**config.mk**
```make
export PLATFORM = sky130hd
export DESIGN_NAME = shared_alu_arbiter
export DESIGN_NICKNAME = d
export VERILOG_FILES = /design/src/rtl/shared_alu_arbiter_pkg.sv /design/src/rtl/shared_alu_arbiter_rr_arbiter2.sv /design/src/rtl/shared_alu_arbiter.sv
export SDC_FILE = /design/constraint.sdc
export NUM_CORES = 1
export LEC_CHECK = 0
export CORE_MARGIN = 2
export CORE_UTILIZATION = 40
export CTS_BUF_LIST = sky130_fd_sc_hd__clkbuf_2 sky130_fd_sc_hd__clkbuf_4 sky130_fd_sc_hd__clkbuf_8
export CTS_CLUSTER_DIAMETER = 150
export DETAILED_ROUTE_END_ITERATION = 10
export PLACE_DENSITY = 0.76
export RECOVER_POWER = 50
export SYNTH_ARGS = -nofsm -noshare
export SYNTH_HDL_FRONTEND = slang
export SYNTH_SLANG_ARGS = --single-unit
```
**constraint.sdc**
```tcl
create_clock -name clk -period 4.74 [get_ports clk]
set_input_delay 0.948 -clock clk [delete_from_list [all_inputs] [get_ports clk]]
set_output_delay 0.948 -clock clk [all_outputs]
set_load 0.05 [all_outputs]
```
**src/rtl/shared_alu_arbiter_pkg.sv**
```systemverilog
// Shared types for the dual-core ALU arbiter: operand bundle, request and response records.
package shared_alu_arbiter_pkg;

  localparam int XLEN        = 32;
  localparam int ID_W        = 3;
  localparam int NUM_ALU_REQ = 2;

  typedef logic [ID_W-1:0] id_t;

  typedef enum logic [2:0] {
    ALU_ADD = 3'd0,
    ALU_SUB = 3'd1,
    ALU_AND = 3'd2,
    ALU_OR  = 3'd3,
    ALU_XOR = 3'd4,
    ALU_SLT = 3'd5,
    ALU_SLL = 3'd6,
    ALU_SRL = 3'd7
  } alu_op_t;

  typedef struct packed {
    alu_op_t         op;
    logic [XLEN-1:0] in1;
    logic [XLEN-1:0] in2;
  } alu_inputs_t;

  typedef struct packed {
    alu_inputs_t inputs;
    id_t         id;
  } alu_req_t;

  typedef struct packed {
    id_t             id;
    logic [XLEN-1:0] data;
  } alu_rsp_t;

endpackage

```
**src/rtl/shared_alu_arbiter_rr_arbiter2.sv**
```systemverilog
// Two-way round-robin grant: on a tie the core that did not win last time is chosen.
module rr_arbiter2 (
  input  logic [1:0] elig,
  input  logic       last_grant,
  output logic [1:0] grant
);

  always_comb begin
    grant = 2'b00;
    if (elig == 2'b11) begin
      grant = last_grant ? 2'b01 : 2'b10;
    end else begin
      grant = elig;
    end
  end

endmodule

```
**src/rtl/shared_alu_arbiter.sv**
```systemverilog
// Shares one combinational ALU between two cores: round-robin grant into a single
// execute stage, result captured into a per-core response register with valid/ack.
module shared_alu_arbiter
  import shared_alu_arbiter_pkg::*;
#(
  parameter int NUM_REQ = NUM_ALU_REQ
) (
  input  logic                              clk,
  input  logic                              rst,
  input  logic        [NUM_REQ-1:0]         req_valid,
  output logic        [NUM_REQ-1:0]         req_ready,
  input  alu_inputs_t [NUM_REQ-1:0]         req_inputs,
  input  id_t         [NUM_REQ-1:0]         req_id,
  input  logic        [NUM_REQ-1:0]         flush,
  output alu_inputs_t                       alu_inputs,
  output logic                              alu_valid,
  input  logic        [XLEN-1:0]            alu_result,
  output logic        [NUM_REQ-1:0]         rsp_valid,
  output id_t         [NUM_REQ-1:0]         rsp_id,
  output logic        [NUM_REQ-1:0][XLEN-1:0] rsp_data,
  input  logic        [NUM_REQ-1:0]         rsp_ack
);

  logic [NUM_REQ-1:0] elig;
  logic [NUM_REQ-1:0] grant;
  logic               grant_idx;
  alu_req_t           grant_req;
  logic               capture;

  logic               last_grant_reg;
  logic               exec_valid_reg;
  logic               exec_owner_reg;
  alu_req_t           exec_req_reg;

  logic     [NUM_REQ-1:0] rsp_valid_reg;
  logic     [NUM_REQ-1:0] rsp_valid_next;
  alu_rsp_t [NUM_REQ-1:0] rsp_reg;
  alu_rsp_t [NUM_REQ-1:0] rsp_next;

  // A core may issue only when it has nothing in execute and its response slot
  // is empty or being drained this cycle; this keeps one op in flight per core.
  for (genvar gi = 0; gi < NUM_REQ; gi++) begin : g_elig
    assign elig[gi] = rst & req_valid[gi] & ~flush[gi]
                    & ~(exec_valid_reg & (exec_owner_reg == 1'(gi)))
                    & (~rsp_valid_reg[gi] | rsp_ack[gi]);
  end

  rr_arbiter2 u_rr_arbiter2 (
    .elig       (elig),
    .last_grant (last_grant_reg),
    .grant      (grant)
  );

  assign req_ready        = grant;
  assign grant_idx        = grant[1];
  assign grant_req.inputs = req_inputs[grant_idx];
  assign grant_req.id     = req_id[grant_idx];

  always_ff @(posedge clk or negedge rst) begin
    if (!rst) begin
      last_grant_reg <= 1'b1;
      exec_valid_reg <= 1'b0;
      exec_owner_reg <= 1'b0;
      exec_req_reg   <= '0;
    end else begin
      exec_valid_reg <= |grant;
      if (|grant) begin
        exec_req_reg   <= grant_req;
        exec_owner_reg <= grant_idx;
        last_grant_reg <= grant_idx;
      end
    end
  end

  assign alu_inputs = exec_req_reg.inputs;
  assign alu_valid  = exec_valid_reg;

  // A flush of the owning core kills the op in execute before it can land.
  assign capture = exec_valid_reg & ~flush[exec_owner_reg];

  // Precedence per slot: flush, then capture (overrides a same-cycle ack), then ack.
  for (genvar gi = 0; gi < NUM_REQ; gi++) begin : g_rsp
    logic cap_here;
    assign cap_here = capture & (exec_owner_reg == 1'(gi));

    always_comb begin
      rsp_valid_next[gi] = rsp_valid_reg[gi];
      rsp_next[gi]       = rsp_reg[gi];
      if (flush[gi]) begin
        rsp_valid_next[gi] = 1'b0;
      end else if (cap_here) begin
        rsp_valid_next[gi]  = 1'b1;
        rsp_next[gi].id     = exec_req_reg.id;
        rsp_next[gi].data   = alu_result;
      end else if (rsp_ack[gi]) begin
        rsp_valid_next[gi] = 1'b0;
      end
    end

    assign rsp_id[gi]   = rsp_reg[gi].id;
    assign rsp_data[gi] = rsp_reg[gi].data;
  end

  always_ff @(posedge clk or negedge rst) begin
    if (!rst) begin
      rsp_valid_reg <= '0;
      rsp_reg       <= '0;
    end else begin
      rsp_valid_reg <= rsp_valid_next;
      rsp_reg       <= rsp_next;
    end
  end

  assign rsp_valid = rsp_valid_reg;

endmodule
```
Word-level counts from Yosys, hierarchy flattened
Index checks and enable logic that the tools add are counted.
- bits in registers: 145
- input port bits: 180
- output and inout bits: 142
- logic and storage cells: 58
- $lt $le $gt $ge: 2
- equal/unequal tests: 1
- muxes and demuxes: 14
- bitwise gates (word level): 23
- reduce and logical (&&, ||, !) cells: 5
- operators with widths (operator ; count):
    $mux W67 ; 2
    $and A1 B1 Y1 ; 13
    $mux W1 ; 8
    $not A1 Y1 ; 8
    $mux W3 ; 2
    $reduce_bool A3 Y1 ; 2
    $lt A1 B2 Y1 const B ; 2
    $mux W2 ; 2
    $reduce_and A2 Y1 ; 2
    $eq A2 B2 Y1 const B ; 1
    $or A1 B1 Y1 ; 2
    $reduce_or A2 Y1 ; 1

Logic depth before layout (Yosys ltp)
Gate-level depths: netlist of run 1.
- depth in word-level cells: 9
- mapped depth: 7
- depth with buffers taken out: 4

By module
A second synthesis of run 1 with hierarchy kept.
- cells, all modules: 541
- area total of the unflattened synthesis: 6550.0 µm²
- modules (own cells, without submodules) (module ; instances ; cells an instance ; area each (µm²)):
    shared_alu_arbiter ; 1 ; 538 ; 6531.3
    rr_arbiter2 ; 1 ; 3 ; 18.8

Worst setup path after synthesis of run 1
No wires, ideal clock.
- path kind: input port to output port
- from: input port rsp_ack[1]
- to: output port req_ready[1]
- arrival: 2.036 ns
- slack: 1.756 ns
- cell stages on the path: 4
- cells stage by stage: nor2b_1 -> a2111o_1 -> nor2_1 -> buf_2
- cells in the longest elaborated chain, start to end: 4
- RTL lines (element ; line ; text):
    start, declared ; shared_alu_arbiter.sv:21 ; input logic [NUM_REQ-1:0] rsp_ack
    $or A1 B1 Y1 (*) ; shared_alu_arbiter.sv:45 ; & (~rsp_valid_reg[gi] | rsp_ack[gi]);
    $and A1 B1 Y1 (*) ; shared_alu_arbiter.sv:45 ;
    $eq A2 B2 Y1 ; shared_alu_arbiter_rr_arbiter2.sv:10 ; if (elig == 2'b11) begin
    $mux W2 (*) ; shared_alu_arbiter_rr_arbiter2.sv:10 ;
    end, declared ; shared_alu_arbiter.sv:11 ; output logic [NUM_REQ-1:0] req_ready,
Mark *: on every way between the ends. The rest lies on a longest branch, timed or not.

Worst setup path in the final report of run 1
- from: input port rsp_ack[1]
- to: output port req_ready[0]
- cells in the longest elaborated chain, start to end: 4
- RTL lines (element ; line):
    $or A1 B1 Y1 ; shared_alu_arbiter.sv:45
    $and A1 B1 Y1 ; shared_alu_arbiter.sv:45
    $eq A2 B2 Y1 ; shared_alu_arbiter_rr_arbiter2.sv:10
    $mux W2 ; shared_alu_arbiter_rr_arbiter2.sv:10
No other way between the ends.

==> metrics.md, run 1 <==
| Metric | Value |
|---|---|
| Outcome | complete, but fails checks |
| Failing checks | max-capacitance violations, max-slew violations |
| Hold_ws | 0.354 ns |
| I/O pins | 322 |
| Nets@finish | 905 |
| Avg WL per Cell | 19.7 um |
| Fillers | 1258 |
| Clock Latency Late Sink | 0.44 ns |
| Sequential share of the synthesized area | 0.565 |
| Hold_buf cts | 0 |
| PortBufs | 321 |
| H-tree depth | 4 |
| Die ar. | 0.0171 mm2 |
| Switch Pwr | 2.67 mW |
| Post-synth top area cell | dfrtp_1 |
| Critical Path RT | 3.79 ns |
| Core region area | 0.0158 mm2 |
| DRC viols | 0 |
| Vias in the first global route | 4965 |
| Switching part of the total power | 0.444 |
| Post-Route WL | 18.8 mm |
| Ys Warns | 0 |
| Layout cells sized above 1 | 0.157 |
| First-pass GRT wire length | 27.6 mm |
| Peak VDD IR | 298 uV |
| Final hold viol count | 0 |
| GP Congestion | 0.808 |
| Fin. max-slew vios | 240 |
| Post-Syn Area | 0.00642 mm2 |
| Critical Path AT | 2.95 ns |
| 1st-iter DRT viols | 272 |
| Vias per inst | 5.17 |
| Leakage | 4.19 nW |
| Comb power frac | 0.524 |
| P&R area growth vs syn | 50.4% |
| Cell Rows | 46 |
| Worst slew pin tran | 2.64 ns |
| PwrDens | 623 mW/mm2 |
| HPWL after DPL | 13.2 mm |
| Max reg flops | 67 |
| Clk_skew | 0.0136 ns |
| Clock network power share | 0.163 |
| Reg clk slew, reported paths | 0.08 ns |
| Worst Path Max Fanout | 35 |
| Setup_tns | 0 ns |
| Global route overflow | 0 |
| CTS tree | done |
| Die Span Y | 131 um |
| Clk root buf | clkbuf_8 |
| # Max-Cap Violations | 5 |
| Total number of vias | 4930 |
| CTS resizes | 0 |
| Flop pwr share | 0.313 |
| Post-route minimum period | 3.90 ns |
| Internal power | 3.34 mW |
| Total track usage | 0.213 |
| Clk buf depth | 2 |
| Slew HR | -0.760 |
| Syn Inst Count | 483 |
| Pre-antenna DRT Iters | 4 |
| Setup-failing EPs final | 0 |
| Peak Freq | 257 MHz |
| Yosys cell types | 21 |
| RSZ-0062 raised after global routing | no |
| Die Wd | 131 um |
| Initial antenna violation count | 0 |
| Post-CTS setup repair buffer count | 0 |
| Syn avg cell area | 13.3 um2 |
| CP Class | in -> out |
| CTS sink cnt | 145 |
| Hold Path Class | in -> async |
| Yosys top cell area share | 0.561 |
| # diodes | 0 |
| Yosys reg bits | 145 |
| Crit share post-route | 0.822 |
| Post-Syn Nets | 663 |
| Crit start category | primary input |
| Dominant cells by area after synthesis | dfrtp_1, mux2_2, a221o_1, buf_4, and3_1 |
| CTS buffer count | 17 |
| Starting Density | 0.407 |
| Largest net degree at the start of global routing | 75 |
| DRT antenna net count | 0 |
| Worst setup EP type | output port |
area by class of cell:
| class | instances | area, um2 | area share |
|---|---|---|---|
| Sequential cell | 145 | 3630 | 0.376 |
| Timing Repair Buffer | 328 | 3270 | 0.339 |
| Multi-Input combinational cell | 231 | 2080 | 0.215 |
| Tap cell | 216 | 270 | 0.0280 |
| Clock buffer | 20 | 263 | 0.0272 |
| Clock inverter | 12 | 133 | 0.0137 |
| Inverter | 2 | 7.51 | 0.000778 |
logic make-up (layout without fill, tap and decap cells):
family,count (synthesis),in the layout,share of synthesized area
AND/OR/NAND/NOR,86,86,0.0838
AO/OA/AOI/OAI,75,75,0.115
multiplexers,70,70,0.123
buffers and inverters,107,362,0.113
flip-flops,145,145,0.565
synthesized netlist by cell type, drive strengths merged:
library cell / instances
nor4b: 1
a21oi: 3
clkbuf: 19
o21ba: 1
nand4bb: 1
mux2: 70
nor2: 4
nor2b: 5
a221o: 70
a2111o: 1
dfstp: 1
dfrtp: 144
nand2: 3
and2: 1
nand3b: 1
and3: 70
inv: 2
buf: 86
layout by cell type (no fill, tap or decap), types with 2 or more instances in the layout:
| master | n |
|---|---|
| nor2b_1 | 3 |
| dlygate4sd3_1 | 4 |
| nor2_1 | 3 |
| nand2_1 | 3 |
| nor2b_2 | 2 |
| buf_4 | 3 |
| buf_12 | 2 |
| clkinvlp_4 | 3 |
| clkbuf_4 | 2 |
| clkbuf_1 | 3 |
| inv_6 | 2 |
| and3_1 | 70 |
| clkbuf_8 | 18 |
| clkinv_2 | 3 |
| a221o_1 | 70 |
| inv_1 | 2 |
| dfrtp_1 | 144 |
| mux2_2 | 70 |
| clkdlybuf4s50_1 | 314 |
| a21oi_1 | 3 |
| bufinv_16 | 2 |
| clkinv_4 | 2 |
worst max-delay path: stages:
cell and delay (ns):
dlygate4sd3_1 0.54, nor2b_1 0.17, a2111o_1 0.85, o21ba_2 0.29, buf_12 0.15
path summary, 6_finish.rpt:
| path | from | end | slack (ns) | depth (start not counted) |
|---|---|---|---|---|
| min | rst | alu_inputs[35] | 0.35 | 1 |
| max reg2reg | rsp_valid[1] | alu_inputs[23] | 1.56 | 5 |
| max | rsp_ack[1] | req_ready[0] | 0.84 | 5 |
| min reg2reg | last_grant_reg | last_grant_reg | 0.50 | 2 |
| max in group asynchronous | rst | alu_inputs[63] | 1.61 | 2 |
| min in group clk | last_grant_reg | last_grant_reg | 0.50 | 2 |
per-layer routing:
layer / up-vias / track usage / part of all wire
li1: 2222 / - / -
met1: 2409 / 0.262 / 0.40
met2: 271 / 0.349 / 0.49
met3: 28 / 0.0647 / 0.085
met4: 0 / 0.0939 / 0.023
met5: - / 0 / 0
power groups by stage:
stage               Combinational, mW  Clock [mW]  Sequential [mW]
CTS                              3.17        1.00             1.88
global placement                 3.13           0             1.89
detailed placement               3.17           0             1.90
global route                     3.27        1.06             1.93
floorplan                        1.19           0             2.88
finish                           3.15       0.978             1.88
stage by stage:
step	instance area, um2	worst slack, ns	total power, mW	instances	util
floorplan	6420	1.76	4.07	483	-
global placement	9280	1.13	5.01	922	0.588
detailed placement	9280	1.10	5.07	922	0.588
CTS	9670	1.10	6.06	954	0.613
global route	9650	0.659	6.26	954	0.612
finish	9650	0.844	6.01	954	0.612
No activity file was read; power rests on OpenSTA's default activity.
==> run 2: changes to the inputs <==
--- a/config.mk
+++ b/config.mk
@@ -6,7 +6,7 @@
 export NUM_CORES = 1
 export LEC_CHECK = 0
 export CORE_MARGIN = 2
-export CORE_UTILIZATION = 40
+export CORE_UTILIZATION = 38
 export CTS_BUF_LIST = sky130_fd_sc_hd__clkbuf_2 sky130_fd_sc_hd__clkbuf_4 sky130_fd_sc_hd__clkbuf_8
 export CTS_CLUSTER_DIAMETER = 150
 export DETAILED_ROUTE_END_ITERATION = 10
==> constraint.sdc (replaced) <==
create_clock -name clk -period 3.3 [get_ports clk]
set_input_delay 0.66 -clock clk [delete_from_list [all_inputs] [get_ports clk]]
set_output_delay 0.66 -clock clk [all_outputs]
set_load 0.05 [all_outputs]
==> run 2 against run 1 <==
  * The run ends with max-capacitance violations left
  * Critical path depth stayed put
  * Global-route usage shrank 0.12 points
  * Clock skew increased by 0.0017 ns
  * Register-to-register slack worse by 0.70 ns
  * Non-clock buffer count rose by 5
  * Combinational power rose by 44%
  * First-iteration DRC count is 18% lower
  * Sequential share of layout area down 0.12 points
  * Wire length grew 0.65%
  * Critical path type unchanged
  * Critical endpoint is now req_ready[1]
  * Largest cell class unchanged
  * Highest routed layer unchanged
==> metrics.md, run 2 (synthesis gave the netlist of run 1 again) <==
| Metric | Value |
|---|---|
| Outcome | complete, but fails checks |
| Failing checks | max-capacitance violations |
| Largest net degree at the start of global routing | 63 |
| Max reg flops | 67 |
| WL met1 | 7.44 mm |
| Final hold viol count | 0 |
| Post-CTS setup repair buffer count | 0 |
| R2R Path End | alu_inputs[25] |
| RSZ-0062 raised after global routing | no |
| Placed cell count | 931 |
| DRC viols | 0 |
| PwrDens | 894 mW/mm2 |
| Crit share post-route | 0.932 |
| Largest delay share family, worst path | buffers and inverters |
| Crit Reg-Reg Startpoint | rsp_valid[1] |
| I/O pins | 322 |
| Nets@finish | 910 |
| FF-to-FF setup slack | 0.86 ns |
| First-pass GRT wire length | 29.2 mm |
| Core region area | 0.0165 mm2 |
| CTS sink cnt | 145 |
| Routed wl met2 | 9.40 mm |
| GP Congestion | 0.817 |
| Setup ws final | 0.226 ns |
| Worst slack at placement | 0.226 ns |
| Clk root buf | clkbuf_8 |
| Clk_skew | 0.0154 ns |
| Hold_buf cts | 0 |
| Crit start category | primary input |
| Reg clk slew, reported paths | 0.08 ns |
| Hold Crit Depth | 2 |
| CP Class | in -> out |
| Global route overflow | 0 |
| H-tree depth | 4 |
| Met3 wire len | 1.56 mm |
| DRT antenna net count | 0 |
| Fillers | 1333 |
| CTS tree | done |
| Commonest non-fill, non-tap cells in the layout | clkdlybuf4s50_1, dfrtp_1, and3_1, a221o_1, mux2_2 |
| Total number of vias | 4987 |
| Total track usage | 0.212 |
| WHS Endpoint | last_grant_reg |
| Power Total | 8.66 mW |
| Die Span Y | 134 um |
| Vias per inst | 5.18 |
| WP buf/inv | 2 |
| Clk buf depth | 2 |
| P&R area growth vs syn | 50.9% |
| Peak VDD IR | 515 uV |
| CP Launch Point | rsp_ack[1] |
| Hold path start | last_grant_reg |
| CP cell instances | dlygate4sd3_1 -> nor2b_1 -> a2111o_2 -> nor2_4 -> buf_12 |
| Avg WL per Cell | 19.7 um |
| Vias in the first global route | 5319 |
| Multi-input logic area | 0.00208 mm2 |
| Slew HR | 0.00216 |
| Leakage | 4.21 nW |
| Crit-path max cell delay | 0.52 ns |
| R2R depth | 5 |
| Hold Path Class | reg -> reg |
| CTS resizes | 0 |
| Worst setup EP type | output port |
| Fin. max-slew vios | 0 |
| Fin cells | 963 |
| Slowest stage cell, crit path | dlygate4sd3_1 |
| Critical Path RT | 2.64 ns |
| Die Wd | 134 um |
| PortBufs | 321 |
| Layout cells sized above 1 | 0.163 |
| Register area | 0.00363 mm2 |
| HPWL after DPL | 13.9 mm |
| Commonest non-fill, non-tap cell in the layout | clkdlybuf4s50_1 |
| Starting Density | 0.388 |
| Worst slew pin tran | 1.50 ns |
| Cell Rows | 47 |
| Setup-failing EPs final | 0 |
| Highest Signal Layer | met4 |
| Setup_tns | 0 ns |
| Pre-antenna DRT Iters | 4 |
| Critical Path AT | 2.41 ns |
| Worst Path Max Fanout | 17 |
| 1st-iter DRT viols | 223 |
| Initial antenna violation count | 0 |
| Post-route minimum period | 3.07 ns |
| CTS buffer count | 17 |
| Die ar. | 0.0179 mm2 |
| # diodes | 0 |
| Clock Latency Late Sink | 0.44 ns |
| Peak Freq | 325 MHz |
| Post-Route WL | 18.9 mm |
| # Max-Cap Violations | 1 |
| Layout Utilization | 0.586 |
==> run 2: metal layers <==
layer  up-vias  global-route usage
met3        38              0.0616
met5         -                   0
li1       2241                   -
met1      2462               0.251
met2       246               0.360
met4         0              0.0934
==> run 2: how the worst max path moves through the flow <==
stage                     slack, ns  depth (start not counted)              to
after global routing           0.15                          5    req_ready[1]
after global placement         0.29                          6  alu_inputs[45]
final                          0.23                          5    req_ready[1]
after detailed placement       0.23                          6  alu_inputs[52]
after CTS                      0.29                          5    req_ready[1]
after floorplan                0.83                          4    req_ready[1]
==> run 2: final cells by class <==
cell class                 count  area share
tap                          220      0.0284
timing repair buffer         333       0.339
multi-input combinational    231       0.215
inverter                       2    0.000775
sequential                   145       0.375
clock buffer                  17      0.0242
clock inverter                15      0.0177
==> run 2: report_power, final <==
group          internal (mW)  leakage (nW)  total (mW)  switching (mW)
Sequential              2.39          1.78        2.72           0.329
Clock                  0.637         0.201        1.42           0.779
Combinational           1.70          2.23        4.53            2.83
==> run 2: metrics by stage <==
stage	hold slack [ns]	cell area (um2)
floorplan	0.364	6420
global placement	0.461	9310
detailed placement	0.468	9310
CTS	0.218	9710
global route	0.513	9680
finish	0.475	9680
==> run 2: worst min-delay path, cell delays in order, from the launching register on <==
cell	delay [ns]
dfstp_2	0.38
inv_1	0.05
a21oi_1	0.05
==> run 3: changes to the inputs <==
--- a/config.mk
+++ b/config.mk
@@ -10,8 +10,9 @@
 export CTS_BUF_LIST = sky130_fd_sc_hd__clkbuf_2 sky130_fd_sc_hd__clkbuf_4 sky130_fd_sc_hd__clkbuf_8
 export CTS_CLUSTER_DIAMETER = 150
 export DETAILED_ROUTE_END_ITERATION = 10
-export PLACE_DENSITY = 0.76
+export PLACE_DENSITY = 0.75
 export RECOVER_POWER = 50
 export SYNTH_ARGS = -nofsm -noshare
 export SYNTH_HDL_FRONTEND = slang
+export SYNTH_HIERARCHICAL = 1
 export SYNTH_SLANG_ARGS = --single-unit
==> run 3 against run 2 <==
  * The flow finishes with violations (max-capacitance violations, max-slew violations)
  * Sequential cell count unchanged
  * Final cell count increased by 6.9%
  * Area after synthesis increased by 2.0%
  * Maximum frequency increased by 6.9%
  * First-iteration DRC count decreased by 48%
  * Synthesized cell count increased by 12%
  * Sequential share of layout area decreased by 0.59 points
  * Sequential power increased by 1%
  * Via count decreased by 3.4%
  * Register-to-register slack got worse by 0.25 ns
==> metrics.md, run 3 <==
| Metric | Value |
|---|---|
| Outcome | complete, but fails checks |
| Failing checks | max-capacitance violations, max-slew violations |
| Die Wd | 135 um |
| Layout Utilization | 0.577 |
| Clk buf depth | 2 |
| Crit Reg-Reg Startpoint | exec_owner_reg |
| Hold Path Class | in -> async |
| Total number of vias | 4819 |
| # diodes | 0 |
| # Max-Cap Violations | 1 |
| Ys flop type | dfrtp_1 |
| Flop pwr share | 0.322 |
| PwrDens | 871 mW/mm2 |
| Worst setup EP type | flop |
| R2R Path End | alu_inputs[20] |
| 1st-iter DRT viols | 117 |
| Post-Syn Area | 0.00655 mm2 |
| Yosys reg bits | 145 |
| CTS tree | done |
| Global route overflow | 0 |
| Slowest stage cell, crit path | clkbuf_4 |
| CTS resizes | 0 |
| Hold_buf cts | 0 |
| Syn Inst Count | 541 |
| Syn avg cell area | 12.1 um2 |
| RSZ-0062 raised after global routing | no |
| Ys Warns | 6 |
| Worst Path Max Fanout | 50 |
| Yosys top cell area share | 0.550 |
| Cell Rows | 48 |
| First-pass GRT wire length | 26.5 mm |
| Vias in the first global route | 5187 |
| Pre-antenna DRT Iters | 6 |
| Yosys cell types | 27 |
| Reg clk slew, reported paths | 0.09 ns |
| Avg WL per Cell | 16.3 um |
| R2R depth | 7 |
| Post-Syn Nets | 721 |
| Fin. max-slew vios | 36 |
| Leakage | 3.93 nW |
| DRC viols | 0 |
| Die Span Y | 135 um |
| CTS sink cnt | 145 |
| Peak Freq | 348 MHz |
| Clk root buf | clkbuf_8 |
| Crit-path max cell delay | 0.77 ns |
| Clock Latency Late Sink | 0.43 ns |
| Switch Pwr | 3.91 mW |
| Slew HR | -0.199 |
| P&R area growth vs syn | 50.2% |
| Initial antenna violation count | 0 |
| Max reg flops | 67 |
| Sequential share of the synthesized area | 0.554 |
| Critical Path AT | 3.15 ns |
| FF-to-FF setup slack | 0.61 ns |
| I/O pins | 322 |
| HPWL after DPL | 12.4 mm |
| Post-synth ARST share | 1.00 |
| Die ar. | 0.0183 mm2 |
| Setup_tns | 0 ns |
| DRT antenna net count | 0 |
| Clk_skew | 0.0165 ns |
| Peak VDD IR | 560 uV |
| Crit start category | primary input |
| Post-Route WL | 16.8 mm |
| Comb power frac | 0.523 |
| Commonest non-fill, non-tap cells in the layout | clkdlybuf4s50_1, dfrtp_1, nand2_1, mux2i_1, o21ai_0 |
| Layout cells sized above 1 | 0.144 |
| H-tree depth | 4 |
| Internal power | 4.66 mW |
| PortBufs | 321 |
| Final hold viol count | 0 |
| Most common cell in the netlist | dfrtp_1 |
| Commonest non-fill, non-tap cell in the layout | clkdlybuf4s50_1 |
| Starting Density | 0.384 |
| Post-route minimum period | 2.88 ns |
| CP Class | in -> reg |
| CTS buffer count | 17 |
| Post-CTS setup repair buffer count | 0 |
| Core region area | 0.0171 mm2 |
| Post-synth top area cell | dfrtp_1 |
| Clock network power share | 0.155 |
| CP cell instances | dlygate4sd3_1 -> nor4_1 -> buf_4 -> a21boi_4 -> clkbuf_4 -> mux2i_1 -> o21ai_0 |
| Crit share post-route | 0.871 |
| Total track usage | 0.186 |
| Setup-failing EPs final | 0 |
| Largest net degree at the start of global routing | 144 |
| CP Launch Point | flush[0] |
| Post-synth EDFFs | 0 |
| Switching part of the total power | 0.456 |
| Vias per inst | 4.68 |
| GP Congestion | 0.778 |
| Top cells by count, synth | dfrtp_1, nand2_1, mux2i_1, o21ai_0, mux2_2 |
| Nets@finish | 971 |
| Critical Path RT | 3.58 ns |
| Worst slew pin tran | 1.79 ns |
| Dominant cells by area after synthesis | dfrtp_1, mux2_2, mux2i_1, buf_4, o21ai_0 |
-- run 3: cell count changes after synthesis, sizes merged, moves of 6 or more --
cell	previous run	this run
mux2i	0	70
nand2	3	72
o21ai	0	70
buf	86	80
a221o	70	0
and3	70	1
-- run 3: worst max-delay path by stage --
| stage | end | slack, ns | cells past startpoint |
|---|---|---|---|
| after floorplan | alu_inputs[21] | 0.10 | 8 |
| after global placement | alu_inputs[30] | 0.58 | 7 |
| after detailed placement | alu_inputs[23] | 0.52 | 7 |
| after CTS | req_ready[0] | 0.57 | 5 |
| after global routing | alu_inputs[7] | 0.27 | 7 |
| final | alu_inputs[20] | 0.42 | 7 |
-- run 3: worst max-delay path, delay by kind of cell --
| kind | cells | cell delay, ns |
|---|---|---|
| buffers and inverters | 3 | 1.55 |
| and+or+nand+nor | 1 | 0.30 |
| AOI/OAI and AO/OA | 2 | 0.34 |
| muxes | 1 | 0.27 |
-- run 3: cell families after synthesis --
kind of cell	Yosys count	synth area share
compound gates	76	0.0604
mux	140	0.227
buf+inv	99	0.105
simple gates	81	0.0531
flops	145	0.554
-- run 3: stage by stage --
stage	cells	power (mW)	setup slack (ns)	instance area (um2)	hold WS (ns)
finish	1029	8.57	0.425	9840	0.0369
global route	1029	8.96	0.275	9840	0.00180
CTS	1029	8.72	0.572	9860	0.00425
detailed placement	997	7.36	0.521	9490	0.484
global placement	997	7.27	0.576	9490	0.475
floorplan	541	5.90	0.103	6550	0.364
-- run 3: metal layers --
metal | vias up | GRT usage | routed length [um]
met2 | 200 | 0.330 | 8680
met4 | 0 | 0.0625 | 371
met5 | - | 0 | 0
li1 | 2280 | - | -
met1 | 2314 | 0.215 | 6620
met3 | 25 | 0.0550 | 1120
-- run 3: layout make-up --
| cell class | count | area [um2] |
|---|---|---|
| Fill cell | 1396 | 7220 |
| Sequential cell | 145 | 3630 |
| Timing Repair Buffer | 328 | 3290 |
| Multi-Input combinational cell | 297 | 2250 |
| Tap cell | 225 | 282 |
| Clock buffer | 21 | 270 |
| Clock inverter | 11 | 105 |
| Inverter | 2 | 7.51 |
-- run 3: power groups by stage --
stage	combinational, mW	sequential, mW	clock (mW)
final	4.48	2.76	1.32
after global routing	4.67	2.84	1.45
after CTS	4.57	2.77	1.38
after detailed placement	4.57	2.79	0
after global placement	4.51	2.77	0
after floorplan	1.73	4.17	0
